[config.mk]
export PLATFORM = sky130hd
export DESIGN_NAME = muldiv_issue_queue
export DESIGN_NICKNAME = d
export VERILOG_FILES = /design/src/rtl/muldiv_issue_queue.sv
export SDC_FILE = /design/constraint.sdc
export NUM_CORES = 1
export LEC_CHECK = 0
export BUFFER_PORTS_ARGS = -buffer_cell sky130_fd_sc_hd__buf_2
export CAP_MARGIN = 20
export CELL_PAD_IN_SITES_DETAIL_PLACEMENT = 0
export CELL_PAD_IN_SITES_GLOBAL_PLACEMENT = 1
export CORE_ASPECT_RATIO = 0.75
export CORE_MARGIN = 2
export CORE_UTILIZATION = 40
export CTS_BUF_LIST = sky130_fd_sc_hd__clkbuf_8 sky130_fd_sc_hd__clkbuf_16
export DETAILED_ROUTE_END_ITERATION = 16
export PLACE_DENSITY = 0.74
export SLEW_MARGIN = 0
export SYNTH_ARGS = -nofsm -noshare
export SYNTH_HDL_FRONTEND = slang
export SYNTH_SLANG_ARGS = --single-unit
[constraint.sdc]
create_clock -name clk -period 7.25 [get_ports clk]
set_input_delay 1.45 -clock clk [delete_from_list [all_inputs] [get_ports clk]]
set_output_delay 1.45 -clock clk [all_outputs]
set_load 0.02 [all_outputs]
[src/rtl/muldiv_issue_queue.sv]
// In-order reservation buffer in front of the combinational multiply/divide
// unit. Dispatched M-extension ops wait here until both source operands are
// ready, picking missing values off the CDB. Only the head entry issues.
// Its result is captured in a writeback register that holds until the CDB
// arbiter takes it.
module muldiv_issue_queue #(
    parameter int DEPTH = 4,
    parameter int TAG_W = 6
) (
    input  logic             clk,
    input  logic             rst_n,
    input  logic             flush,
    input  logic             disp_valid,
    output logic             disp_ready,
    input  logic [4:0]       disp_execute_type,
    input  logic [TAG_W-1:0] disp_rd_tag,
    input  logic             disp_op1_rdy,
    input  logic [TAG_W-1:0] disp_op1_tag,
    input  logic [31:0]      disp_op1,
    input  logic             disp_op2_rdy,
    input  logic [TAG_W-1:0] disp_op2_tag,
    input  logic [31:0]      disp_op2,
    input  logic             cdb_valid,
    input  logic [TAG_W-1:0] cdb_tag,
    input  logic [31:0]      cdb_data,
    output logic [31:0]      md_operand1,
    output logic [31:0]      md_operand2,
    output logic [4:0]       md_execute_type,
    input  logic [31:0]      md_result,
    output logic             wb_valid,
    input  logic             wb_ready,
    output logic [TAG_W-1:0] wb_tag,
    output logic [31:0]      wb_data
);

    localparam int PTR_W = (DEPTH > 1) ? $clog2(DEPTH) : 1;
    localparam int CNT_W = PTR_W + 1;

    typedef struct packed {
        logic [4:0]       execute_type;
        logic [TAG_W-1:0] rd_tag;
        logic             op1_rdy;
        logic [TAG_W-1:0] op1_tag;
        logic [31:0]      op1;
        logic             op2_rdy;
        logic [TAG_W-1:0] op2_tag;
        logic [31:0]      op2;
    } entry_t;

    entry_t           q_mem [DEPTH];
    logic [DEPTH-1:0] q_valid;
    logic [PTR_W-1:0] head;
    logic [PTR_W-1:0] tail;
    logic [CNT_W-1:0] count;

    entry_t head_e;
    entry_t disp_e;
    logic   disp_fire;
    logic   issue;

    // Full-ness comes from registered count only, so an issue in the same
    // cycle never opens a slot for dispatch.
    assign disp_ready = (count != CNT_W'(DEPTH));
    assign disp_fire  = disp_valid & disp_ready & ~flush;

    assign head_e = q_mem[head];
    assign issue  = ~flush & q_valid[head] & head_e.op1_rdy & head_e.op2_rdy
                  & (~wb_valid | wb_ready);

    // Build the incoming entry, taking an operand straight off the CDB when
    // its producer broadcasts in the dispatch cycle.
    // NOTE: every always_comb output gets a default first so no path leaves
    // it unassigned and no latch is inferred.
    always_comb begin
        disp_e              = '0;
        disp_e.execute_type = disp_execute_type;
        disp_e.rd_tag       = disp_rd_tag;
        disp_e.op1_rdy      = disp_op1_rdy;
        disp_e.op1_tag      = disp_op1_tag;
        disp_e.op1          = disp_op1;
        disp_e.op2_rdy      = disp_op2_rdy;
        disp_e.op2_tag      = disp_op2_tag;
        disp_e.op2          = disp_op2;
        if (!disp_op1_rdy && cdb_valid && cdb_tag == disp_op1_tag) begin
            disp_e.op1_rdy = 1'b1;
            disp_e.op1     = cdb_data;
        end
        if (!disp_op2_rdy && cdb_valid && cdb_tag == disp_op2_tag) begin
            disp_e.op2_rdy = 1'b1;
            disp_e.op2     = cdb_data;
        end
    end

    // Entry payload: written on dispatch, operands captured from the CDB.
    // NOTE: the payload array carries no reset; the valid bits alone decide
    // whether an entry means anything, so clearing the data would only add
    // reset fan-out.
    always_ff @(posedge clk) begin
        for (int i = 0; i < DEPTH; i++) begin
            if (disp_fire && tail == PTR_W'(i)) begin
                q_mem[i] <= disp_e;
            end else if (q_valid[i] && cdb_valid) begin
                if (!q_mem[i].op1_rdy && q_mem[i].op1_tag == cdb_tag) begin
                    q_mem[i].op1_rdy <= 1'b1;
                    q_mem[i].op1     <= cdb_data;
                end
                if (!q_mem[i].op2_rdy && q_mem[i].op2_tag == cdb_tag) begin
                    q_mem[i].op2_rdy <= 1'b1;
                    q_mem[i].op2     <= cdb_data;
                end
            end
        end
    end

    // Queue bookkeeping: valid bits, circular pointers and occupancy.
    // NOTE: sequential state uses non-blocking assignments so every flop
    // samples pre-edge values regardless of statement order.
    always_ff @(posedge clk or negedge rst_n) begin
        if (!rst_n) begin
            q_valid <= '0;
            head    <= '0;
            tail    <= '0;
            count   <= '0;
        end else if (flush) begin
            q_valid <= '0;
            head    <= '0;
            tail    <= '0;
            count   <= '0;
        end else begin
            // Head and tail cannot coincide when both fire: that needs an
            // empty queue (nothing to issue) or a full one (no dispatch).
            if (disp_fire) begin
                q_valid[tail] <= 1'b1;
                tail          <= tail + 1'b1;
            end
            if (issue) begin
                q_valid[head] <= 1'b0;
                head          <= head + 1'b1;
            end
            case ({disp_fire, issue})
                2'b10:   count <= count + 1'b1;
                2'b01:   count <= count - 1'b1;
                default: count <= count;
            endcase
        end
    end

    // Drive the execution unit from the head entry only while it issues.
    always_comb begin
        md_operand1     = '0;
        md_operand2     = '0;
        md_execute_type = '0;
        if (issue) begin
            md_operand1     = head_e.op1;
            md_operand2     = head_e.op2;
            md_execute_type = head_e.execute_type;
        end
    end

    // Writeback register: loads on issue, holds under backpressure, and
    // drops when the arbiter takes it without a replacement.
    always_ff @(posedge clk or negedge rst_n) begin
        if (!rst_n) begin
            wb_valid <= 1'b0;
            wb_tag   <= '0;
            wb_data  <= '0;
        end else if (flush) begin
            wb_valid <= 1'b0;
        end else if (issue) begin
            wb_valid <= 1'b1;
            wb_tag   <= head_e.rd_tag;
            wb_data  <= md_result;
        end else if (wb_ready) begin
            wb_valid <= 1'b0;
        end
    end

endmodule

Word level (Yosys, flattened, before mapping)
Memories as Yosys holds them, arrays and structs flattened.
Index checks and enable logic that the tools add are counted.
{ "totals": {"output_inout_bits": 109, "ramBits": 356, "regBits": 50, "mem_count": 1, "in_bits": 165} }
{ "op_classes": {"n_reduce_logical": 38, "addsub": 4, "magnitude_cmp": 4, "eq_ne": 16, "muxes": 82, "bitwise": 28} }
{ "mem_list": {"columns": ["name", "words", "word_bits", "read_ports", "rd_ports_with_merged_regs", "write_ports", "line", "source"], "rows": [
  ["q_mem", 4, 89, 5, 0, 4, "50", "entry_t q_mem [DEPTH];"]
]} }
{ "op_table": {"columns": ["op", "count"], "rows": [
  ["$mux 32", 12],
  ["$eq 6x6->1", 10],
  ["$mux 1", 56],
  ["$logic_and 1x1->1", 22],
  ["$or 1x1->1", 17],
  ["$mux 4", 4],
  ["$logic_not 1->1", 10],
  ["$mux 2", 4],
  ["$and 1x1->1", 6],
  ["$eq 2x2->1 const B", 3],
  ["$lt 2x3->1 const B", 2],
  ["$pmux 3 s2", 1],
  ["$reduce_bool 3->1", 2],
  ["$mux 5", 1],
  ["$add 2x1->2 const B", 2],
  ["$and 4x4->4", 1],
  ["$demux 1 s2", 2],
  ["$eq 2x1->1 const B", 2],
  ["$ge 2x1->1 const B", 2],
  ["$not 4->4", 1],
  ["$or 4x4->4", 1],
  ["$reduce_bool 2->1", 2],
  ["$add 3x1->3 const B", 1],
  ["$mux 3", 1],
  ["6 further kinds", 7]
]} }

Depth between registers and ports, before layout
Gate-level depths: netlist of run 1.
{ "depth": {"depth_word": 10, "mapped_depth": 11} }

Worst setup path after synthesis of run 1
No wires, ideal clock.
{ "synth_path": {"kind": "input -> register", "start": "in cdb_tag[0]", "end": "mem q_mem[3][39] (netlist bit), enable pin", "setup_ps": 469, "t_arrival_ps": 4312, "slack_ps": 2469, "path_stages": 4, "n_path_buf": 1, "path_cell_list": "buf_2 > xnor2_1 > nand4_1 > o21ai_0"} }
{ "synth_lines": {"columns": ["element", "line", "source"], "rows": [
  ["start: declaration", "24", "input logic [TAG_W-1:0] cdb_tag,"],
  ["end: declaration", "50", null]
]} }

Worst setup path after layout of run 1
{ "layout_path": {"start": "in flush", "end": "out md_operand1[31]"} }
{ "layout_via": {"elab_chain_cells": 6} }
{ "layout_lines": {"columns": ["element", "line", "source"], "rows": [
  ["start: declaration", "12", "input logic flush,"],
  ["$not 1->1 (no line)", null, null],
  ["$and 1x1->1 (3 in series)", "67", "assign issue = ~flush & q_valid[head] & head_e.op1_rdy & head_e.op2_rdy"],
  ["$and 1x1->1", "68", "& (~wb_valid | wb_ready);"],
  ["$mux 32", "153", "if (issue) begin"],
  ["end: declaration", "26", "output logic [31:0] md_operand1,"]
]} }
Every way passes these cells.

==> results of run 1 <==
[stage by stage]
stage	worst slack (ns)	util, %
2_1_floorplan	2.47	-
3_3_place_gp	2.62	44.8
3_5_place_dp	2.50	44.8
4_1_cts	2.47	47.4
5_1_grt	2.40	47.6
6_report	2.45	47.7
[cell usage in the layout, fill, tap and decap left out, drive strengths merged, types with 2 or more instances in the layout]
| master | netlist | routed |
|---|---|---|
| dfxtp | 2 | 2 |
| and4 | 2 | 2 |
| o21ai | 7 | 7 |
| buf | 46 | 296 |
| a21oi | 12 | 12 |
| nand4b | 4 | 4 |
| ha | 8 | 8 |
| clkbuf | 24 | 46 |
| clkinv | 0 | 15 |
| xor2 | 27 | 27 |
| nor2 | 13 | 13 |
| nand2 | 18 | 18 |
| mux2 | 232 | 232 |
| or3 | 2 | 2 |
| nor2b | 76 | 76 |
| nand2b | 7 | 7 |
| inv | 8 | 17 |
| nand4 | 7 | 7 |
| xnor2 | 36 | 36 |
| a2111oi | 2 | 2 |
| mux4 | 75 | 75 |
| or2 | 6 | 6 |
| nor4 | 8 | 8 |
| a22o | 64 | 64 |
| nand3 | 11 | 11 |
| and3b | 3 | 3 |
| nor3 | 6 | 6 |
| dfrtp | 50 | 50 |
| diode | 0 | 3 |
| edfxtp | 354 | 354 |
[power groups by stage]
| stage | sequential, µW | combinational, µW | clock [µW] |
|---|---|---|---|
| 3_3_place_gp | 2820 | 715 | 0 |
| 3_5_place_dp | 2830 | 726 | 0 |
| 2_1_floorplan | 2930 | 321 | 0 |
| 4_1_cts | 2780 | 727 | 2070 |
| 6_report | 2780 | 725 | 2030 |
| 5_1_grt | 2800 | 773 | 2170 |
[logic make-up after synthesis]
group	after synthesis
AO/OA/AOI/OAI	91
XOR/XNOR	63
adder cells (fa/ha/maj)	9
buffers and inverters	78
flip-flops	406
multiplexers	307
AND/OR/NAND/NOR	169
[cell type report]
type / count / area [µm²] / share of cell area (%)
antenna: 3 / 7.51 / 0.0334
clock buffer: 46 / 1120 / 4.97
clock inverter: 25 / 144 / 0.641
inverter: 8 / 30.0 / 0.134
multi-input combinational: 639 / 6830 / 30.4
sequential: 406 / 11900 / 53.1
tap: 639 / 800 / 3.56
timing repair buffer: 296 / 1610 / 7.16
[registers in the layout, indices dropped and copies added (netlist names)]
name and flops:
q_mem 356, wb_data 32, wb_tag 6, q_valid 4, count 3, head 2
tail 2, wb_valid 1
[critical path, stage by stage]
cell and delay [ns]:
sky130_fd_sc_hd__buf_2 0.21, sky130_fd_sc_hd__a2111oi_2 0.69, sky130_fd_sc_hd__nor2_4 0.26, sky130_fd_sc_hd__buf_12 0.27
sky130_fd_sc_hd__nor2b_1 0.21, sky130_fd_sc_hd__buf_2 0.19
[routing by layer]
layer  global-route usage (%)  wire length (µm)  vias up
met5                        0                66        -
met4                     4.52               873       10
met3                     4.16              3180       68
met2                     32.2             23100      335
met1                     28.1             22600     5780
li1                         -                 -     4966
[worst max-delay path by stage]
stage,start,endpoint,slack (ns)
after global routing,flush,md_operand1[18],2.40
after global placement,wb_ready,md_operand1[10],2.62
final,flush,md_operand1[31],2.45
after floorplan,cdb_tag[0],q_mem[3][39],2.47
after detailed placement,flush,md_operand1[18],2.50
after CTS,flush,md_operand1[18],2.47
==> run metrics, run 1 <==
outcome completed; sequential area share after synthesis 62.8%; Setup TNS 0 ns; switching share of total power 24.9%; DR vias/cell 5.41; final estimated routing congestion in global placement 0.805; switching power 1380 µW; TritonCTS sink count 406; Overflow after GRT 0; worst-case headroom to the max-slew limit 22.3%; sort of element at the end of the critical path primary output; design area 0.0225 mm²; number of clock buffers inserted by TritonCTS 43; clock latency on the worst-skew pair roughly 0.55 ns; net count after synthesis 1297; Critical Path Fanout Max 71; smallest hold slack 0.498 ns; path type of the worst setup path in -> out; maximum root-to-sink buffer count 3; share of the synthesized netlist area taken by xor and xnor gates roughly 2.9%; hold depth 1; number of library cell types mapped by synthesis 47; gate count after technology mapping about 1100; WL/cell ~24 µm; worst voltage drop across the vdd grid between 0.1 and 0.15 mV; Internal between 4000 and 5000 µW; post-synthesis instance area 0.0190 mm²; effective utilization at floorplan about two fifths; average size of a mapped cell 16.9 µm²; remaining antenna violation count after routing 0; core area 0.0471 mm²; number of storage elements in the synthesis netlist around 400; ratio of cells with drive above 1 in the final layout 48.5%; total die area 0.0493 mm²; combinational family with the most area after synthesis multiplexers; setup slack of the worst register-to-register path 3.96 ns; Lkg Pwr 0.00801 µW; total of cells resized after clock tree synthesis 0; router iterations before antenna repair 5; number of cell instances on the worst register-to-register path 8; Synth top cells by count 354 x sky130_fd_sc_hd__edfxtp_1, 232 x sky130_fd_sc_hd__mux2_2, 76 x sky130_fd_sc_hd__nor2b_1; Async S/R FF share, synth ~12%; total number of vias roughly 11000; cell count after placement between 1500 and 2000; share of the cycle needed by the critical path after routing between 60% and 70%; startpoint of the lowest-slack register-to-register path head[0]; share of total power in sequential cells 50.3%; largest net degree at the start of global routing 72; TritonCTS clock tree built; number of slew-limit violations in the final report 0; root buf cell sky130_fd_sc_hd__clkbuf_16; Setup violations, final 0; start point of the worst min-delay path wb_data[13]; height of the die 193 µm; cell types occupying the most area after synthesis sky130_fd_sc_hd__edfxtp_1 56%, sky130_fd_sc_hd__mux2_2 14%, sky130_fd_sc_hd__mux4_2 8.9%; final hold viol count 0; CP Data Arrival Time 3.35 ns; number of enable flip-flop cells after synthesis 354; area share of the leading cell type in the synthesized netlist between 50% and 60%; RSZ-0062 raised after global routing false; most numerous cell in the Yosys netlist sky130_fd_sc_hd__edfxtp_1; multiplexer fraction of the synthesized cell area approximately 23%; slew at the pin closest to its max-slew limit roughly 1.2 ns; quantity of hold-fixing buffers added after cts 0; Fmax 208 MHz; Post-Synth Adder-Cell Area 0.632%; Critical Path RT 5.80 ns; crit path time final 4.80 ns; area fraction in and, or, nand and nor cells after synthesis 5.38%; first-pass GRT wire length 73400 µm; maxcap violations 0; number of standard cells in the layout, taps in and fillers out 2062; total placed instance area between 0.02 and 0.025 mm²; antenna violations before repair 7; global router's overall resource usage around 20%; top-level I/O count around 270; Final #Nets 1568; synthesized-area fraction occupied by ao, oa, aoi and oai cells 3.84%; largest area contributor in the synthesized netlist sky130_fd_sc_hd__edfxtp_1; postcts setup bufs 0; Area growth syn-to-layout 18.3%; H-Tree Level Count 2; clock power share about 37%; detailed router's first-iteration violation count roughly 900; worst-case clock skew 0.0214 ns; number of port buffers 273; Power Dens Cells 247 mW/mm²; estimated wirelength of the detail-placed design 31200 µm; fraction of power consumed by combinational cells 13.1%; fill cell total of the finished layout 4129; num rows 69; capture point of the worst reg-to-reg path count[1]; width of the die 256 µm; type of the worst min-delay path reg -> reg; Main synth FF type sky130_fd_sc_hd__edfxtp_1; Detailed Route WL between 40000 and 50000 µm; Power, Total 5540 µW; detailed-route DRC error count 0; number of global-route vias before repair 11336; kind of start point of the critical path primary input; hold worst-path end wb_data[13]; number of warnings issued by yosys 0; clock transition at the registers of the reported paths around 0.060 ns
(Power assumes the default switching activity.)
==> run 2: changes to the inputs <==
- clock period: 7.25 -> 4.5 ns (I/O delays scaled with it)
==> run 2 against run 1 <==
Net effect: first-iteration DRC count decreased by 5.3%; highest routed layer unchanged; flip-flop and latch count unchanged; sequential share of layout area decreased by 0.50 points; critical path type is now reg -> out; register-to-register slack got worse by 2.9 ns.
==> run metrics, run 2 (synthesis gave the netlist of run 1 again) <==
outcome completed; register bank with the most flops q_mem; total of cells resized after clock tree synthesis 0 (unchanged); effective utilization at floorplan 40.3% (unchanged); Setup violations, final 0 (unchanged); fraction of power consumed by combinational cells 12.8% (-0.3 points); Overflow after GRT 0 (unchanged); detailed-route DRC error count 0 (unchanged); number of flip-flops under the largest register name 356 (unchanged); Critical Path Fanout Max 77 (+8.5%); H-Tree Level Count 2 (unchanged); height of the die 193 µm (unchanged); antenna violations before repair 12 (+5); DR vias/cell 5.41 (about the same); core area 0.0471 mm² (unchanged); capture point of the worst reg-to-reg path count[1]; estimated wirelength of the detail-placed design 31900 µm (+2.1%); number of global-route vias before repair 11674 (+3.0%); Critical Path RT 3.60 ns (-2.20 ns); kind of start point of the critical path flip-flop; number of cell instances on the worst register-to-register path 8 (unchanged); total die area 0.0493 mm² (unchanged); remaining antenna violation count after routing 0 (unchanged); slew at the pin closest to its max-slew limit 1.15 ns (-0.0169 ns); WL/cell 24.1 µm (-0.33%); path type of the worst setup path reg -> out; TritonCTS clock tree built; final hold viol count 0 (unchanged); maximum root-to-sink buffer count 3 (unchanged); setup slack of the worst register-to-register path 1.06 ns (-2.90 ns); postcts setup bufs 0 (unchanged); router iterations before antenna repair 4 (-1); CP Data Arrival Time 3.37 ns (+0.02 ns); sort of element at the end of the critical path primary output; Power Dens Cells 404 mW/mm² (+64%); Area growth syn-to-layout 19.4%; TritonCTS sink count 406 (unchanged); final core area utilization 48.1% (+0.45 points); number of port buffers 273 (unchanged); type of the worst min-delay path in -> async; Power, Total 9150 µW (+65%); switching share of total power 25.1% (+0.25 points); Regs by FF count q_mem x356, wb_data x32, wb_tag x6; Detailed Route WL 50000 µm (+0.40%); Internal 6850 µW (+65%); total number of vias 11237 (+0.70%); ratio of cells with drive above 1 in the final layout 48.3% (-0.23 points); detailed router's first-iteration violation count 845 (-5.3%); maxcap violations 0 (unchanged); Final #Nets 1574 (+0.38%); Lkg Pwr 0.00813 µW (+1.5%); most common cell after layout, fill and taps aside sky130_fd_sc_hd__edfxtp_1; clock power share 38.2% (+1.6 points); crit path time final 4.27 ns; largest net degree at the start of global routing 80 (+11%); number of slew-limit violations in the final report 0 (unchanged); switching power 2300 µW (+67%); Fmax 234 MHz; worst voltage drop across the vdd grid 0.245 mV (+93%); share of the cycle needed by the critical path after routing 95.0%; startpoint of the lowest-slack register-to-register path head[1]; RSZ-0062 raised after global routing false; width of the die 256 µm (unchanged); most frequent cells in the layout 354 x sky130_fd_sc_hd__edfxtp_1, 273 x sky130_fd_sc_hd__buf_2, 232 x sky130_fd_sc_hd__mux2_2, 76 x sky130_fd_sc_hd__nor2b_1, 75 x sky130_fd_sc_hd__mux4_2; clock transition at the registers of the reported paths 0.06 ns (about the same); share of total power in sequential cells 48.9% (-1.4 points); quantity of hold-fixing buffers added after cts 0 (unchanged); fill cell total of the finished layout 4133 (+0.097%); Setup TNS 0 ns (unchanged); first-pass GRT wire length 74300 µm (+1.3%); top-level I/O count 274 (unchanged); global router's overall resource usage 20.2% (+0.14 points); worst-case clock skew 0.0208 ns (-0.000642 ns); number of clock buffers inserted by TritonCTS 44 (+2.3%); final estimated routing congestion in global placement 0.828 (+2.7%); num rows 69 (unchanged); worst-case headroom to the max-slew limit 23.4% (+1.1 points); clock latency on the worst-skew pair 0.58 ns (+0.03 ns); root buf cell sky130_fd_sc_hd__clkbuf_16
-- run 2: cell types whose count changed in the layout (fill, tap and decap cells not counted), sizes merged --
cell / previous run / this run
inv: 17 / 26
bufinv: 1 / 3
buf: 296 / 301
clkbuf: 46 / 45
-- run 2: worst max-delay path: stages, from the launching register on --
cell,delay [ns]
sky130_fd_sc_hd__dfrtp_4,0.79
sky130_fd_sc_hd__inv_1,0.22
sky130_fd_sc_hd__a2111oi_2,0.70
sky130_fd_sc_hd__nor2_4,0.28
sky130_fd_sc_hd__buf_12,0.26
sky130_fd_sc_hd__nor2b_1,0.21
sky130_fd_sc_hd__buf_2,0.18
-- run 2: stage by stage --
stage	cells	area (µm²)	hold WS [ns]	worst slack, ns
3_3_place_gp	1993	21300	0.484	0.894
2_1_floorplan	1123	19000	0.473	0.269
5_1_grt	2075	22700	0.503	0.0883
6_report	2077	22700	0.462	0.226
4_1_cts	2074	22700	0.474	0.222
3_5_place_dp	1993	21300	0.489	0.736
-- run 2: routing by layer --
metal  share of wire (%)  vias up  track usage [%]  routed length, µm
li1                    -     5004                -                  -
met1                  46     5831             28.0              22800
met2                  46      305             32.1              23000
met3                 6.3       81             4.62               3160
met4                 1.9       16             5.33                933
met5                0.20        -                0                100
-- run 2: area by class of cell --
| class | count | area (µm²) | share of cell area [%] |
|---|---|---|---|
| antenna | 3 | 7.51 | 0.0331 |
| timing repair buffer | 301 | 1700 | 7.51 |
| inverter | 8 | 30.0 | 0.132 |
| clock buffer | 45 | 1110 | 4.92 |
| tap | 639 | 800 | 3.53 |
| multi-input combinational | 639 | 6830 | 30.1 |
| clock inverter | 36 | 265 | 1.17 |
| sequential | 406 | 11900 | 52.6 |
-- run 2: how the worst max path moves through the flow --
stage	start	endpoint	slack [ns]	depth (start not counted)
after floorplan	cdb_tag[0]	q_mem[3][39]	0.27	4
after global placement	wb_ready	md_operand2[30]	0.89	7
after detailed placement	flush	md_operand1[3]	0.74	6
after CTS	head[1]	md_operand1[3]	0.22	6
after global routing	head[1]	md_operand2[7]	0.09	6
final	head[1]	md_operand1[3]	0.23	6
-- run 2: power groups by stage --
stage | sequential [µW] | combinational, µW | clock (µW)
after floorplan | 4720 | 518 | 0
after global placement | 4540 | 1170 | 0
after detailed placement | 4550 | 1190 | 0
after CTS | 4480 | 1190 | 3570
after global routing | 4500 | 1260 | 3720
final | 4480 | 1180 | 3500
==> run 3: changes to the inputs <==
- BUFFER_PORTS_ARGS: -buffer_cell sky130_fd_sc_hd__buf_2 -> default
- DONT_BUFFER_PORTS: default -> 1
- PLACE_DENSITY: 0.74 -> 0.68
==> run 3 against run 2 <==
Net effect: worst setup slack improved by 0.19 ns; worst hold slack got worse by 0.42 ns; register-to-register slack improved by 0.38 ns; largest power group unchanged; fmax rose by 4.6%; critical endpoint is now md_operand1[14].
==> run metrics, run 3 (synthesis gave the netlist of run 1 again) <==
outcome completed; postcts setup bufs 0 (unchanged); width of the die 256 µm (unchanged); TritonCTS sink count 406 (unchanged); Setup violations, final 0 (unchanged); maxcap violations 0 (unchanged); Critical Path Fanout Max 47 (-39%); most common cell after layout, fill and taps aside sky130_fd_sc_hd__edfxtp_1; effective utilization at floorplan 40.3% (unchanged); H-Tree Level Count 2 (unchanged); detailed-route DRC error count 0 (unchanged); number of standard cells in the layout, taps in and fillers out 1803 (-13%); remaining antenna violation count after routing 0 (unchanged); number of clock buffers inserted by TritonCTS 44 (unchanged); design area 0.0213 mm² (-6.2%); global router's overall resource usage 20.5% (+0.32 points); share of the cycle needed by the critical path after routing 90.8% (-4.2 points); Setup TNS 0 ns (unchanged); sort of element at the end of the critical path primary output; Critical Path RT 3.60 ns (about the same); Lkg Pwr 0.00692 µW (-15%); Regs by FF count q_mem x356, wb_data x32, wb_tag x6; worst-case clock skew 0.0246 ns (+0.00378 ns); height of the die 193 µm (unchanged); first-pass GRT wire length 73700 µm (-0.85%); Area growth syn-to-layout 12.0%; crit path time final 4.09 ns (-0.189 ns); quantity of hold-fixing buffers added after cts 0 (unchanged); type of the worst min-delay path in -> async; worst voltage drop across the vdd grid 0.215 mV (-12%); Final #Nets 1303 (-17%); detailed router's first-iteration violation count 805 (-4.7%); RSZ-0062 raised after global routing false; number of flip-flops under the largest register name 356 (unchanged); antenna violations before repair 1 (-11); Overflow after GRT 0 (unchanged); DR vias/cell 5.68 (+5.0%); number of slew-limit violations in the final report 0 (unchanged); router iterations before antenna repair 5 (+1); TritonCTS clock tree built; root buf cell sky130_fd_sc_hd__clkbuf_16; final estimated routing congestion in global placement 0.792 (-4.3%); clock transition at the registers of the reported paths 0.06 ns (about the same); WL/cell 28.0 µm (+16%); most frequent cells in the layout 354 x sky130_fd_sc_hd__edfxtp_1, 232 x sky130_fd_sc_hd__mux2_2, 76 x sky130_fd_sc_hd__nor2b_1, 75 x sky130_fd_sc_hd__mux4_2, 64 x sky130_fd_sc_hd__a22o_1; total die area 0.0493 mm² (unchanged); worst-case headroom to the max-slew limit 32.4% (+9.0 points); num rows 69 (unchanged); maximum root-to-sink buffer count 3 (unchanged); setup slack after placement 0.928 ns (+0.192 ns); slew at the pin closest to its max-slew limit 1.01 ns (-0.133 ns); CP Data Arrival Time 3.19 ns (-0.18 ns); total of cells resized after clock tree synthesis 0 (unchanged); number of global-route vias before repair 10731 (-8.1%); kind of start point of the critical path flip-flop; clock latency on the worst-skew pair 0.56 ns (-0.02 ns); Power, Total 8820 µW (-3.7%); min setup slack post-route 0.415 ns (+0.189 ns); largest net degree at the start of global routing 68 (-15%); ratio of cells with drive above 1 in the final layout 36.7% (-12 points); final hold viol count 0 (unchanged); Fmax 245 MHz (+4.6%); number of port buffers 0 (-100%); total placed instance area 0.0199 mm² (-6.7%); top-level I/O count 274 (unchanged); Power Dens Cells 415 mW/mm² (+2.7%); register bank with the most flops q_mem; path type of the worst setup path reg -> out; total number of vias 10244 (-8.8%); cell count after placement 1721 (-14%); core area 0.0471 mm² (unchanged); Detailed Route WL 50400 µm (+0.84%); estimated wirelength of the detail-placed design 31800 µm (-0.36%)
## run 3: power breakdown
group	leakage (µW)	internal [µW]	switching, µW
Combinational	0.00245	350	285
Sequential	0.00374	4370	353
Clock	0.000729	1980	1480
## run 3: critical path, stage by stage (launching register included)
cell and delay [ns]:
sky130_fd_sc_hd__dfrtp_4 0.61, sky130_fd_sc_hd__nand4b_1 0.25, sky130_fd_sc_hd__a2111oi_2 0.72, sky130_fd_sc_hd__nor2_4 0.16
sky130_fd_sc_hd__buf_4 0.32, sky130_fd_sc_hd__nor2b_1 0.46
## run 3: metal layers
layer  global-route usage, %  vias to the layer above  part of all wire [%]
met2                    30.5                      367                    44
met3                    5.82                       65                   9.1
met5                       0                        -                     0
li1                        -                     4435                     -
met1                    29.5                     5377                    45
met4                    5.13                        0                   1.7
## run 3: worst paths after layout
check,slack (ns),endpoint,startpoint,cells past startpoint
hold / removal,0.04,wb_valid,rst_n,0
max in group asynchronous,4.35,count[0],rst_n,0
setup reg to reg,1.44,q_mem[1][10],count[0],5
setup / recovery,0.41,md_operand1[14],head[0],5
min in group clk,0.42,tail[1],flush,1
hold reg to reg,0.59,tail[1],tail[1],2
## run 3: final cells by class
type / count / area [µm²]
multi-input cells: 639 / 6830
fillers: 4157 / 25900
repair buffers: 30 / 300
inverters: 8 / 30.0
clock buffers: 51 / 1220
well taps: 639 / 800
clock inverters: 28 / 159
diodes: 2 / 5.00
flip-flops and latches: 406 / 11900
## run 3: stage by stage
stage	hold slack, ns	util, %
final	0.0409	45.1
after global routing	0.0115	45.1
after CTS	0.00424	45.1
after detailed placement	0.575	42.1
after global placement	0.570	42.1
after floorplan	0.473	-
